**config.mk**
```make
export PLATFORM = sky130hd
export DESIGN_NAME = decoded_register_bank
export DESIGN_NICKNAME = d
export VERILOG_FILES = /design/src/rtl/cpu_pkg.sv /design/src/rtl/decoder_5_to_32.sv /design/src/rtl/register.sv /design/src/rtl/decoded_register_bank.sv
export SDC_FILE = /design/constraint.sdc
export NUM_CORES = 2
export LEC_CHECK = 0
export BUFFER_PORTS_ARGS = -buffer_cell sky130_fd_sc_hd__buf_2
export CORE_ASPECT_RATIO = 0.75
export CORE_MARGIN = 3
export CORE_UTILIZATION = 30
export CTS_CLUSTER_SIZE = 25
export DETAILED_ROUTE_END_ITERATION = 10
export HOLD_SLACK_MARGIN = 0.1
export PLACE_DENSITY_LB_ADDON = 0.05
export SLEW_MARGIN = 20
export SYNTH_ARGS = -nofsm -noshare
export SYNTH_HDL_FRONTEND = slang
export SYNTH_SLANG_ARGS = --single-unit
export TNS_END_PERCENT = 5
```
**constraint.sdc**
```tcl
create_clock -name clk -period 3.1 [get_ports clk]
set_clock_uncertainty 0.15 [all_clocks]
set_input_delay 0.62 -clock clk [delete_from_list [all_inputs] [get_ports clk]]
set_output_delay 0.62 -clock clk [all_outputs]
set_load 0.02 [all_outputs]
```
**src/rtl/cpu_pkg.sv**
```systemverilog
// rtl/cpu_pkg.sv - shared CPU constants: register address width, count, ABI indices
package cpu_pkg;

   localparam int REG_ADDR_W = 5;
   localparam int REG_COUNT  = 32;

   typedef logic [REG_ADDR_W-1:0] reg_addr_t;

   localparam reg_addr_t ZERO = 5'd0;
   localparam reg_addr_t RA   = 5'd1;
   localparam reg_addr_t SP   = 5'd2;
   localparam reg_addr_t GP   = 5'd3;
   localparam reg_addr_t TP   = 5'd4;
   localparam reg_addr_t T0   = 5'd5;
   localparam reg_addr_t T1   = 5'd6;
   localparam reg_addr_t T2   = 5'd7;
   localparam reg_addr_t S0   = 5'd8;
   localparam reg_addr_t S1   = 5'd9;
   localparam reg_addr_t A0   = 5'd10;
   localparam reg_addr_t A1   = 5'd11;
   localparam reg_addr_t A2   = 5'd12;
   localparam reg_addr_t A3   = 5'd13;
   localparam reg_addr_t A4   = 5'd14;
   localparam reg_addr_t A5   = 5'd15;
   localparam reg_addr_t A6   = 5'd16;
   localparam reg_addr_t A7   = 5'd17;
   localparam reg_addr_t S2   = 5'd18;
   localparam reg_addr_t S3   = 5'd19;
   localparam reg_addr_t S4   = 5'd20;
   localparam reg_addr_t S5   = 5'd21;
   localparam reg_addr_t S6   = 5'd22;
   localparam reg_addr_t S7   = 5'd23;
   localparam reg_addr_t S8   = 5'd24;
   localparam reg_addr_t S9   = 5'd25;
   localparam reg_addr_t S10  = 5'd26;
   localparam reg_addr_t S11  = 5'd27;
   localparam reg_addr_t T3   = 5'd28;
   localparam reg_addr_t T4   = 5'd29;
   localparam reg_addr_t T5   = 5'd30;
   localparam reg_addr_t T6   = 5'd31;

endpackage

```
**src/rtl/decoder_5_to_32.sv**
```systemverilog
// rtl/decoder_5_to_32.sv - one-hot write-select decoder, all lines low when disabled
module decoder_5_to_32
   import cpu_pkg::*;
(
   input  logic                 ena,
   input  reg_addr_t            in,
   output logic [REG_COUNT-1:0] out
);

   always_comb begin
      out = '0;
      if (ena) begin
         out[in] = 1'b1;
      end
   end

endmodule

```
**src/rtl/register.sv**
```systemverilog
// rtl/register.sv - one enable-gated register entry with synchronous active-high reset
module register #(
   parameter int WIDTH = 32
) (
   input  logic             clk,
   input  logic             rst,
   input  logic             ena,
   input  logic [WIDTH-1:0] d,
   output logic [WIDTH-1:0] q
);

   always_ff @(posedge clk) begin
      if (rst) begin
         q <= '0;
      end else if (ena) begin
         q <= d;
      end
   end

endmodule

```
**src/rtl/decoded_register_bank.sv**
```systemverilog
// rtl/decoded_register_bank.sv - 32-entry register file, 1 write / 2 read ports
// Optional X0_ZERO_EN: entry 0 is hardwired to zero with no storage behind it.
module decoded_register_bank
   import cpu_pkg::*;
#(
   parameter int WIDTH = 32
) (
   input  logic             clk,
   input  logic             rst,
   input  logic             wr_ena,
   input  reg_addr_t        wr_addr,
   input  logic [WIDTH-1:0] wr_data,
   input  reg_addr_t        rd_addr0,
   output logic [WIDTH-1:0] rd_data0,
   input  reg_addr_t        rd_addr1,
   output logic [WIDTH-1:0] rd_data1
);

   logic [REG_COUNT-1:0] sel;
   logic [WIDTH-1:0]     entry [REG_COUNT];

   decoder_5_to_32 u_decoder (
      .ena (wr_ena),
      .in  (wr_addr),
      .out (sel)
   );

`ifdef X0_ZERO_EN
   // Select line 0 has no register to drive; writes to x0 simply vanish.
   logic unused_sel0;
   assign unused_sel0 = sel[0];
   assign entry[0]    = '0;
   localparam int FIRST_REG = 1;
`else
   localparam int FIRST_REG = 0;
`endif

   for (genvar i = FIRST_REG; i < REG_COUNT; i++) begin : g_entry
      register #(.WIDTH(WIDTH)) u_reg (
         .clk (clk),
         .rst (rst),
         .ena (sel[i]),
         .d   (wr_data),
         .q   (entry[i])
      );
   end

   // No write bypass: a same-cycle write shows up only after the edge.
   assign rd_data0 = entry[rd_addr0];
   assign rd_data1 = entry[rd_addr1];

`ifndef SYNTHESIS
   function automatic string abi_name(input int idx);
      if (idx == 0)       return "zero";
      else if (idx == 1)  return "ra";
      else if (idx == 2)  return "sp";
      else if (idx == 3)  return "gp";
      else if (idx == 4)  return "tp";
      else if (idx <= 7)  return $sformatf("t%0d", idx - 5);
      else if (idx <= 9)  return $sformatf("s%0d", idx - 8);
      else if (idx <= 17) return $sformatf("a%0d", idx - 10);
      else if (idx <= 27) return $sformatf("s%0d", idx - 16);
      else                return $sformatf("t%0d", idx - 25);
   endfunction

   task print_state();
      for (int i = 0; i < REG_COUNT; i++) begin
         $display("x%0d %-4s = 0x%h (%0d)", i, abi_name(i), entry[i], entry[i]);
      end
   endtask
`endif

endmodule

```
==> results.ini <==
[run_status]
status=finished with violations
violations=setup timing

[cts]
clk_pin_slew_worst_paths_ns=0.07
cts.sinks=1024
clockRootBuffer=clkbuf_16
cts-buffers-inserted=120
h-tree-depth=3
clock_latency_ns=0.78
cts_buffer_depth=3
cts_tree=built

[synthesis]
synthCells=6913
synthMostInstantiatedCell=nand2_1
synth.largest_area_cell=dfxtp_1
synth_commonest_cells=nand2_1 (2277), a21oi_1 (1216), dfxtp_1 (1024), mux2i_1 (1024), clkbuf_1 (423)
synth_warnings=0
synth-edff-count=0
avgSynthCellArea_sq_um=7.648
ys_types=28
async_flop_share=0
ys.flop_type=dfxtp_1
synth_nets=6963
ys_top_cells_by_area=dfxtp_1 (39%), mux2i_1 (19%), nand2_1 (16%)
synth_top_cell_area_share=0.3877
synth.yosys.seq_area_share=0.3877
ys_ff_latch=1024
syn_area_sq_um=52870

[layout]
regMostFlops=g_entry.u_reg.q
final_layout_size_suffix_gt1_frac=0.1627
area_growth_pct=25.24
largest_reg_flops=1024
reg.largest.list=g_entry.u_reg.q: 1024 flops
regArea_sq_um=20530
fin_util=0.3808
postLayoutCellArea_sq_um=66220
multi_input_area_sq_um=30880
fillCellCount=17780
nets=7135

[sta]
final.period_utilization=1.025
rsz0062_at_grt=yes
fmax_ghz=0.3146
fin_setup_tns_ns=-0.6813
slew_headroom=0.4013
finalHoldViolations=0
hold_ws_ns=0.2343
setup_viol=25
min_period_ns=3.179
worst_pin_slew_ns=0.8981
setup_slack_ns=-0.07886
slew_violations=0

[global_routing]
track_usage=0.2917
grt_pass1_vias=49390
grt-ovfl-total=0
antenna_found_initial=36
grt_pass1_wl_um=385000
grt_max_degree=81

[floorplan]
die_w_um=490.8
start_util=0.3040
num_rows=132
coreArea_sq_um=173900
ioPinCount=114
fp.dieH_um=369.6
die-area_sq_um=181400

[drt]
via_count=52310
wl_per_cell_um=28.85
drt-total-wl_um=275200
drt_iter0_drc=4912
first_pass_iters=5
vias_per_cell=5.482
drc=0
ant_nets=0

[power]
leakagePower_uw=0.02456
power.internal_uw=23470
seqPwrFrac=0.407
switching_share=0.2831
powerDensity_nw_per_um2=494.3
clkPwrFrac=0.461
ir_drop_v=0.0004517
p_comb_frac=0.131
switching_power_uw=9266

[worst_setup_path]
crit_chain=clkbuf_4 > nor2_4 > buf_12 > buf_4 > a22o_1 > nor3_1 > a31oi_1 > nand3_1 > buf_6
startpoint_type=input pin
crit_fanout=18
cp.arrival_ns=2.41
cp.required_ns=2.33
critPathMaxStageDelay_ns=0.28
path_class=in2out
endpoint_kind=output pin
reg2reg_slack_ns=2.23
cpMaxStageDelayCell=buf_4

[placed_design]
port_buffers=113
post_dp_cell_area_sq_um=59580
dpl.hpwl_um=175100
place_ws_ns=-0.2966
place_congestion=0.8575

[run]
drv_cap=0

[worst_hold_path]
hold_class=in2reg

per-stage QoR:
step | power, uW | cells
after CTS | 32820 | 9496
final | 32730 | 9541
after floorplan | 15600 | 6913
after global placement | 17480 | 9236
after detailed placement | 17480 | 9236
after global routing | 33650 | 9537
cells by family (layout without fill, tap and decap cells):
logic type | after synthesis | count (layout) | share of synthesized area
buffers and inverters | 662 | 932 | 0.05339
other | 0 | 13 | 0
and+or+nand+nor | 2603 | 2603 | 0.1939
DFF | 1024 | 1024 | 0.3877
muxes | 1024 | 1024 | 0.1939
AOI/OAI and AO/OA | 1600 | 1600 | 0.1711
placed cells by master (no fill, tap or decap), types with 23 or more instances in the layout:
cell / Yosys / routed
nand2_1: 2277 / 2243
a21oi_1: 1216 / 1215
dfxtp_1: 1024 / 1005
mux2i_1: 1024 / 997
buf_4: 24 / 410
a22oi_1: 192 / 187
nand3_1: 194 / 159
buf_12: 0 / 137
a22o_1: 128 / 128
clkbuf_16: 0 / 126
buf_2: 198 / 76
buf_6: 0 / 46
nor3_2: 0 / 37
clkbuf_8: 0 / 35
nor2_4: 7 / 34
nand2_2: 0 / 34
a31oi_2: 0 / 29
nand3_2: 0 / 29
clkinv_2: 0 / 26
mux2i_2: 0 / 24
a31oi_1: 64 / 23
path summary, 6_finish.rpt:
check / startpoint / endpoint / cells after the start
worst max-delay path: rd_addr1[0] / rd_data1[22] / 9
worst min-delay path: wr_data[22] / g_entry[0].u_reg.q[22] / 3
worst max register to register: g_entry[23].u_reg.q[28] / g_entry[23].u_reg.q[28] / 2
worst min register to register: g_entry[2].u_reg.q[7] / g_entry[2].u_reg.q[7] / 2
final cells by class:
type,instances,area share
Antenna cell,13,0.0004913
Timing Repair Buffer,712,0.1168
Clock inverter,49,0.008484
Multi-Input combinational cell,5227,0.4664
Tap cell,2345,0.04431
Clock buffer,171,0.05353
Sequential cell,1024,0.3100
layer usage:
layer / up-vias / wire length [um] / track usage
met3: 380 / 16640 / 0.04197
met5: - / 0 / 0
li1: 24040 / - / -
met4: 0 / 8976 / 0.09206
met2: 1780 / 122200 / 0.4556
met1: 26110 / 127400 / 0.4125
what timing repair did:
| action | 4_1_cts | 5_1_grt |
|---|---|---|
| gates resized for setup | 194 | 136 |
| endpoints found under the hold margin | 26 | 0 |
| setup buffers | 28 | 28 |
| hold buffers | 1 | 0 |
| pin swaps | 27 | 48 |
| gates cloned | 11 | 6 |
| setup endpoints to repair | 64 | 60 |
critical path, delay by kind of cell:
kind / cells / cell delay, ns
simple gates: 3 / 0.46
compound gates: 2 / 0.45
buf+inv: 4 / 0.82
power groups by stage:
| stage | logic, uW | registers (uW) | clock network [uW] |
|---|---|---|---|
| global route | 4460 | 13300 | 15800 |
| global placement | 3860 | 13600 | 0 |
| floorplan | 2000 | 13600 | 0 |
| detailed placement | 3850 | 13600 | 0 |
| finish | 4300 | 13300 | 15100 |
| CTS | 4130 | 13300 | 15400 |
No activity file was read; power rests on OpenSTA's default activity.
